### src/rtl/v8cpu_writeback_if.sv
`default_nettype none
// ============================================================================
// Module   : v8cpu_writeback_if
// Brief    : ALU result, load result, register read and status bundle for the
//            v8cpu writeback stage.
// Revision : 1.0 - initial release
// ============================================================================
interface v8cpu_writeback_if;
  logic       alu_valid;
  logic       alu_ready;
  logic [2:0] alu_dst;
  logic [7:0] alu_c;
  logic [7:0] alu_newFlags;
  logic       alu_wr_reg;
  logic       alu_wr_flags;

  logic       ld_valid;
  logic       ld_ready;
  logic [2:0] ld_dst;
  logic [7:0] ld_data;

  logic [2:0] rd_a_addr;
  logic [2:0] rd_b_addr;
  logic [7:0] rd_a_data;
  logic [7:0] rd_b_data;

  logic [7:0] flags;
  logic [7:0] conflict_cnt;

  modport master (
    output alu_valid, alu_dst, alu_c, alu_newFlags, alu_wr_reg, alu_wr_flags,
    output ld_valid, ld_dst, ld_data, rd_a_addr, rd_b_addr,
    input  alu_ready, ld_ready, rd_a_data, rd_b_data, flags, conflict_cnt
  );

  modport slave (
    input  alu_valid, alu_dst, alu_c, alu_newFlags, alu_wr_reg, alu_wr_flags,
    input  ld_valid, ld_dst, ld_data, rd_a_addr, rd_b_addr,
    output alu_ready, ld_ready, rd_a_data, rd_b_data, flags, conflict_cnt
  );
endinterface
`default_nettype wire

### src/rtl/v8cpu_writeback.sv
`default_nettype none
// ============================================================================
// Module   : v8cpu_writeback
// Brief    : 8x8 register file with flags, ALU write port and a one-entry
//            buffered load port that yields to ALU writes.
// Revision : 1.0 - initial release
// ============================================================================
module v8cpu_writeback #(
  parameter logic [7:0] FLAGS_RESET = 8'h00
) (
  input  logic             clk,
  input  logic             rst,
  v8cpu_writeback_if.slave bus
);

  logic [7:0] r_regs [8];
  logic [7:0] r_flags;
  logic       r_bufValid;
  logic [2:0] r_bufDst;
  logic [7:0] r_bufData;
  logic [7:0] r_conflictCnt;

  logic       w_aluWr;
  logic       w_drain;
  logic       w_ldReady;
  logic       w_ldAccept;
  logic       w_wrEn;
  logic [2:0] w_wrAddr;
  logic [7:0] w_wrData;

  // The single register write port goes to the ALU first; the buffer drains only when it is idle.
  assign w_aluWr    = bus.alu_valid & bus.alu_wr_reg;
  assign w_drain    = r_bufValid & ~w_aluWr;
  assign w_ldReady  = ~r_bufValid | w_drain;
  assign w_ldAccept = bus.ld_valid & w_ldReady;
  assign w_wrEn     = w_aluWr | w_drain;
  assign w_wrAddr   = w_aluWr ? bus.alu_dst : r_bufDst;
  assign w_wrData   = w_aluWr ? bus.alu_c   : r_bufData;

  assign bus.alu_ready    = 1'b1;
  assign bus.ld_ready     = w_ldReady;
  assign bus.flags        = r_flags;
  assign bus.conflict_cnt = r_conflictCnt;

  always_comb begin
    bus.rd_a_data = r_regs[bus.rd_a_addr];
    if (w_wrEn && (w_wrAddr == bus.rd_a_addr)) begin
      bus.rd_a_data = w_wrData;
    end
  end

  always_comb begin
    bus.rd_b_data = r_regs[bus.rd_b_addr];
    if (w_wrEn && (w_wrAddr == bus.rd_b_addr)) begin
      bus.rd_b_data = w_wrData;
    end
  end

  always_ff @(posedge clk or posedge rst) begin
    if (rst) begin
      for (int i = 0; i < 8; i++) begin
        r_regs[i] <= 8'h00;
      end
    end else if (w_wrEn) begin
      r_regs[w_wrAddr] <= w_wrData;
    end
  end

  always_ff @(posedge clk or posedge rst) begin
    if (rst) begin
      r_flags <= FLAGS_RESET;
    end else if (bus.alu_valid && bus.alu_wr_flags) begin
      r_flags <= bus.alu_newFlags;
    end
  end

  // An accept in the same cycle as a drain refills the buffer without a bubble.
  always_ff @(posedge clk or posedge rst) begin
    if (rst) begin
      r_bufValid <= 1'b0;
      r_bufDst   <= 3'd0;
      r_bufData  <= 8'h00;
    end else if (w_ldAccept) begin
      r_bufValid <= 1'b1;
      r_bufDst   <= bus.ld_dst;
      r_bufData  <= bus.ld_data;
    end else if (w_drain) begin
      r_bufValid <= 1'b0;
    end
  end

  always_ff @(posedge clk or posedge rst) begin
    if (rst) begin
      r_conflictCnt <= 8'h00;
    end else if (r_bufValid && w_aluWr && (r_conflictCnt != 8'hFF)) begin
      r_conflictCnt <= r_conflictCnt + 8'd1;
    end
  end

endmodule
`default_nettype wire

### src/flat_wrapper.sv
// flat-port wrapper written by rule: the top's interface ports become plain ports
module v8cpu_writeback_flat 
#(
  parameter logic [7:0] FLAGS_RESET = 8'h00
)
  (clk, rst, bus_alu_valid, bus_alu_dst, bus_alu_c, bus_alu_newFlags, bus_alu_wr_reg, bus_alu_wr_flags, bus_ld_valid, bus_ld_dst, bus_ld_data, bus_rd_a_addr, bus_rd_b_addr, bus_alu_ready, bus_ld_ready, bus_rd_a_data, bus_rd_b_data, bus_flags, bus_conflict_cnt);
  v8cpu_writeback_if bus_i ();
  input  logic clk;
  input  logic rst;
  input wire logic [$bits(bus_i.alu_valid)-1:0] bus_alu_valid;
  input wire logic [$bits(bus_i.alu_dst)-1:0] bus_alu_dst;
  input wire logic [$bits(bus_i.alu_c)-1:0] bus_alu_c;
  input wire logic [$bits(bus_i.alu_newFlags)-1:0] bus_alu_newFlags;
  input wire logic [$bits(bus_i.alu_wr_reg)-1:0] bus_alu_wr_reg;
  input wire logic [$bits(bus_i.alu_wr_flags)-1:0] bus_alu_wr_flags;
  input wire logic [$bits(bus_i.ld_valid)-1:0] bus_ld_valid;
  input wire logic [$bits(bus_i.ld_dst)-1:0] bus_ld_dst;
  input wire logic [$bits(bus_i.ld_data)-1:0] bus_ld_data;
  input wire logic [$bits(bus_i.rd_a_addr)-1:0] bus_rd_a_addr;
  input wire logic [$bits(bus_i.rd_b_addr)-1:0] bus_rd_b_addr;
  output wire logic [$bits(bus_i.alu_ready)-1:0] bus_alu_ready;
  output wire logic [$bits(bus_i.ld_ready)-1:0] bus_ld_ready;
  output wire logic [$bits(bus_i.rd_a_data)-1:0] bus_rd_a_data;
  output wire logic [$bits(bus_i.rd_b_data)-1:0] bus_rd_b_data;
  output wire logic [$bits(bus_i.flags)-1:0] bus_flags;
  output wire logic [$bits(bus_i.conflict_cnt)-1:0] bus_conflict_cnt;
  assign bus_i.alu_valid = bus_alu_valid;
  assign bus_i.alu_dst = bus_alu_dst;
  assign bus_i.alu_c = bus_alu_c;
  assign bus_i.alu_newFlags = bus_alu_newFlags;
  assign bus_i.alu_wr_reg = bus_alu_wr_reg;
  assign bus_i.alu_wr_flags = bus_alu_wr_flags;
  assign bus_i.ld_valid = bus_ld_valid;
  assign bus_i.ld_dst = bus_ld_dst;
  assign bus_i.ld_data = bus_ld_data;
  assign bus_i.rd_a_addr = bus_rd_a_addr;
  assign bus_i.rd_b_addr = bus_rd_b_addr;
  assign bus_alu_ready = bus_i.alu_ready;
  assign bus_ld_ready = bus_i.ld_ready;
  assign bus_rd_a_data = bus_i.rd_a_data;
  assign bus_rd_b_data = bus_i.rd_b_data;
  assign bus_flags = bus_i.flags;
  assign bus_conflict_cnt = bus_i.conflict_cnt;
  v8cpu_writeback #(.FLAGS_RESET(FLAGS_RESET)) u_core (.clk(clk), .rst(rst), .bus(bus_i));
endmodule
### config.mk
export PLATFORM = sky130hd
export DESIGN_NAME = v8cpu_writeback_flat
export DESIGN_NICKNAME = d
export VERILOG_FILES = /design/src/rtl/v8cpu_writeback_if.sv /design/src/rtl/v8cpu_writeback.sv /design/src/flat_wrapper.sv
export SDC_FILE = /design/constraint.sdc
export NUM_CORES = 1
export LEC_CHECK = 0
export CORE_ASPECT_RATIO = 0.6
export CORE_MARGIN = 3
export CORE_UTILIZATION = 55
export CTS_CLUSTER_SIZE = 20
export DETAILED_ROUTE_END_ITERATION = 8
export PLACE_DENSITY = 0.82
export REMOVE_ABC_BUFFERS = 1
export SYNTH_ARGS = -nofsm -noshare
export SYNTH_HDL_FRONTEND = slang
export SYNTH_SLANG_ARGS = --single-unit
### constraint.sdc
create_clock -name clk -period 4.89 [get_ports clk]
set_clock_uncertainty 0.15 [all_clocks]
set_input_delay 0.7335 -clock clk [delete_from_list [all_inputs] [get_ports clk]]
set_output_delay 0.7335 -clock clk [all_outputs]
set_load 0.02 [all_outputs]
==> results of run 1 <==
[worst max-delay path by stage]
stage | to | slack, ps | cells past startpoint
6_report | bus_rd_a_data[4] | 530 | 8
5_1_grt | bus_rd_a_data[6] | 410 | 8
4_1_cts | bus_rd_a_data[4] | 530 | 8
3_5_place_dp | bus_rd_a_data[4] | 540 | 8
3_3_place_gp | bus_rd_a_data[2] | 600 | 8
2_1_floorplan | u_core.bus.conflict_cnt[0] | 1610 | 1
[Yosys cell counts]
| library cell | number | area share (%) |
|---|---|---|
| sky130_fd_sc_hd__a311oi_4 | 1 | 0.52 |
| sky130_fd_sc_hd__nand3b_1 | 1 | 0.15 |
| sky130_fd_sc_hd__a31oi_1 | 4 | 0.50 |
| sky130_fd_sc_hd__o221ai_2 | 1 | 0.30 |
| sky130_fd_sc_hd__nor3b_1 | 2 | 0.30 |
| sky130_fd_sc_hd__o31ai_1 | 1 | 0.15 |
| sky130_fd_sc_hd__mux2_2 | 110 | 25 |
| sky130_fd_sc_hd__and2_4 | 1 | 0.17 |
| sky130_fd_sc_hd__o21ai_2 | 1 | 0.17 |
| sky130_fd_sc_hd__buf_2 | 8 | 0.79 |
| sky130_fd_sc_hd__and4_1 | 2 | 0.35 |
| sky130_fd_sc_hd__conb_1 | 1 | 0.074 |
| sky130_fd_sc_hd__nor3_1 | 1 | 0.099 |
| sky130_fd_sc_hd__nand4_1 | 2 | 0.25 |
| sky130_fd_sc_hd__clkbuf_1 | 4 | 0.30 |
| sky130_fd_sc_hd__nor2_2 | 4 | 0.50 |
| sky130_fd_sc_hd__dfrtp_1 | 92 | 46 |
| sky130_fd_sc_hd__xor2_1 | 5 | 0.87 |
| sky130_fd_sc_hd__nand2_2 | 1 | 0.12 |
| sky130_fd_sc_hd__buf_6 | 4 | 0.89 |
| sky130_fd_sc_hd__or2_1 | 2 | 0.25 |
| sky130_fd_sc_hd__a21oi_1 | 1 | 0.099 |
| sky130_fd_sc_hd__buf_4 | 2 | 0.30 |
| sky130_fd_sc_hd__nand3_1 | 7 | 0.69 |
| sky130_fd_sc_hd__a41o_1 | 1 | 0.20 |
| sky130_fd_sc_hd__nand2_1 | 30 | 2.2 |
| sky130_fd_sc_hd__nor2_1 | 3 | 0.22 |
| sky130_fd_sc_hd__a311oi_1 | 1 | 0.17 |
| sky130_fd_sc_hd__mux2i_1 | 1 | 0.20 |
| sky130_fd_sc_hd__inv_1 | 3 | 0.22 |
| sky130_fd_sc_hd__and3_1 | 1 | 0.12 |
| sky130_fd_sc_hd__nand2b_1 | 3 | 0.37 |
| sky130_fd_sc_hd__o21a_1 | 1 | 0.15 |
| sky130_fd_sc_hd__nor3_2 | 1 | 0.20 |
| sky130_fd_sc_hd__xnor2_1 | 10 | 1.7 |
| sky130_fd_sc_hd__mux4_2 | 32 | 14 |
| sky130_fd_sc_hd__mux2_1 | 6 | 1.3 |
| sky130_fd_sc_hd__ha_1 | 1 | 0.25 |
| sky130_fd_sc_hd__buf_1 | 3 | 0.22 |
| sky130_fd_sc_hd__nor2b_1 | 1 | 0.12 |
[power by group]
| group | internal (W) | switching (W) | total [W] | leakage [nW] |
|---|---|---|---|---|
| logic | 0.000763 | 0.000476 | 0.00124 | 1.28 |
| clock network | 0.000566 | 0.000293 | 0.000859 | 0.177 |
| registers | 0.00106 | 0.000244 | 0.00131 | 1.12 |
| total | 0.00239 | 0.00101 | 0.00340 | 2.57 |
[cells by family (layout without fill, tap and decap cells)]
logic type                 Yosys count  after routing  share of synthesized area (%)
AOI/OAI and AO/OA                   12             12                          2.255
xor gates and xnor gates            15             15                          2.602
adders and majority gates            1              1                         0.2478
buffers and inverters               24            105                          2.726
DFF                                 92             92                          45.60
muxes                              149            149                          40.35
other                                1              1                        0.07428
and+or+nand+nor                     62             62                          6.146
[critical path, delay by kind of cell]
family	cells	cell delay, ps
AO/OA/AOI/OAI	2	550
buffers and inverters	3	1290
multiplexers	1	330
AND/OR/NAND/NOR	2	560
[sequential cells by signal, indices dropped and copies added (netlist names)]
signal                   flops
u_core.bus.conflict_cnt      8
u_core.bus.flags             8
u_core.r_regs               64
u_core.r_bufData             8
u_core.r_bufValid            1
u_core.r_bufDst              3
[layer usage]
metal  track usage [%]  wire length [µm]
met4             5.809                91
met1             38.08              5887
met5                 0                 0
met3             6.047               826
met2             40.75              6087
[final cells by class]
class                   count  area [µm²]  share of cell area [%]
repair buffers             86       830.8                   13.27
flip-flops and latches     92        2302                   36.77
multi-input cells         240        2609                   41.67
well taps                 112       140.1                   2.238
clock buffers              12       246.5                   3.937
clock inverters             4       120.1                   1.918
inverters                   3       12.51                  0.1998
[metrics by stage]
stage,cell area [µm²],cells,hold slack [ps],power (W),setup WS [ps]
after floorplan,4922,335,325.8,0.002071,1615
after global placement,5894,533,323.1,0.002463,599.6
after detailed placement,5894,533,341.8,0.002532,540.5
after CTS,6261,549,356.1,0.003409,527.0
after global routing,6261,549,357.7,0.003560,412.7
final,6261,549,354.3,0.003404,532.9
==> results summary, run 1 <==
The overflow left after global routing came out at 0. The count of final setup violators is 0. The number of remaining DRC errors came out at 0. The area of the die is between 0.01 and 0.015 mm².

The peak fanout along the critical path is 23. The register bit total from synthesis came out at 92. The setup slack of the most critical reg-to-reg path is 2640 ps. The maximum ir drop on the vdd rail is approximately 0.32 mV. The worst hold path cell count came out at 1. After synthesis the cells add up to between 0.005 and 0.006 mm². In this run the most critical hold path is launched from u_core.bus.flags[2]. The source-to-sink clock delay at the later pin of the worst-skew pair came out at 340 ps. The die height is around 80 µm. Leaving out fill and tap cells, the most frequent cell in the layout is sky130_fd_sc_hd__mux2_2. The post-route antenna net violation count is 0. The clock net in this run drives a total of 92 sinks.

Synthesis produced a netlist whose cell count is around 360. After legalization and detailed placement, the total HPWL measured slightly below 9000 µm. The initial utilization of the core area, before any placement, comes to 57.91%. The Yosys step of the flow raised 0 warnings. The number of detailed-routing iterations run before antenna repair came out at 4. The number of placed I/O pins came out at 76. The relative slew slack is about half.

TritonCTS built the clock tree. The max-slew violation count is 0. The routed design has 12,890 µm of wire.

In this run the critical register-to-register path is launched from u_core.r_bufDst[0]. The static leakage power came out at approximately 2.6 nW. Derived from the worst setup path, the maximum achievable clock frequency is roughly 0.23 GHz. The routability congestion estimate from global placement came out at between 0.8 and 0.9.

The via density per instance came out at 6.224. Adding up every negative setup slack in the final design gives 0 ps. The longest individual stage delay on the worst path came out at 540 ps. The minimum clock period came out at 4357 ps. The total count of hold-check failures in the final report came out at 0. Global routing used between 20% and 30% of the available tracks across all layers. The detailed router's first-iteration violation count came out at approximately 260.

The wire length per cell is between 20 and 25 µm. Sequential cells were found to cover 45.60% of the synthesized design area. The layout overhead on the synthesized area is 24.01%. For hold timing, the worst endpoint is u_core.bus.flags[2].

In the final layout, the share of cells above drive strength 1 is 40.96%. The type of origin of the critical path is a primary input. The flow ran to the end, and the final reports show no timing, DRC or antenna violations. The die outline width came out at 129.7 µm. Walking the worst path, the cells encountered are clkdlybuf4s50_1, nand2_2, nor3_2, o221ai_2, a311oi_4, buf_4, mux2_2, clkdlybuf4s50_1.

Setup repair after global routing left no endpoint under its margin. The net count reported at finish is 475. The wire length of the first global-routing pass is 20,150 µm. The standard cell core area came out at approximately 0.0087 mm². The count of instances resized after the clock tree is built came out at 0. The post-synthesis area per instance came out at ~14 µm². In this run, post-CTS hold repair placed 0 buffers. The worst reg2reg path depth came out at 4. In this run the critical register-to-register path is captured at u_core.r_regs[3]. The cell that appears most often on the critical path is sky130_fd_sc_hd__clkdlybuf4s50_1.

The data required time of the critical path came out at 4010 ps. The post-CTS repair timing setup buffer count is 0. The number of clock buffers added by TritonCTS is 9. The final standard cell utilization of the core came out at 71.81%.

Entering global routing, the biggest net connects 53 pins. The critical-path cell with the highest stage delay is sky130_fd_sc_hd__clkdlybuf4s50_1. STA classifies the critical path endpoint as an output port.

The arrival time of data at the critical path endpoint is 3470 ps. The power density over the cells came out at around 540 mW/mm². The number of global-route vias before repair is between 3,000 and 4,000.

The initial antenna violation count came out at 0. The number of vias in the routed layout is between 3,000 and 4,000. In this run the clock root is driven by a sky130_fd_sc_hd__clkbuf_16. After floorplanning, the core was divided into 26 placement rows.

The max-capacitance violation count is 0. The number of fill cells in the layout came out at 580. The most critical setup path has its startpoint at bus_alu_valid.

In the finished design, the share of the clock period the worst path needs comes to 89.10%. The port buffer count came out at 74. The register clock-pin slew on the reported worst setup and hold paths is roughly 60 ps.

The number of different library cells in the post-synthesis netlist came out at 40. The number of buffers between clock root and the deepest sink is 2. The number of inserted diodes came out at 0. The clock tree synthesis step divided the H-tree into 3 levels.

At the pin with the least slew margin, the transition time is around 740 ps. By startpoint and endpoint, the worst setup path is classified as primary input to output port. Leaving out fill and tap cells, the most frequent cells in the layout are sky130_fd_sc_hd__mux2_2, sky130_fd_sc_hd__dfrtp_1, sky130_fd_sc_hd__clkdlybuf4s50_1. The min-delay analysis places its worst path in the category flop to flop.
(Power assumes the default switching activity.)
==> run 2: changes to the inputs <==
--- a/config.mk
+++ b/config.mk
@@ -12,6 +12,7 @@
 export DETAILED_ROUTE_END_ITERATION = 8
 export PLACE_DENSITY = 0.82
 export REMOVE_ABC_BUFFERS = 1
+export SLEW_MARGIN = 30
 export SYNTH_ARGS = -nofsm -noshare
 export SYNTH_HDL_FRONTEND = slang
 export SYNTH_SLANG_ARGS = --single-unit
==> results of run 2 <==
Same layout as run 1: the final DEF is identical, and so are final timing and power.
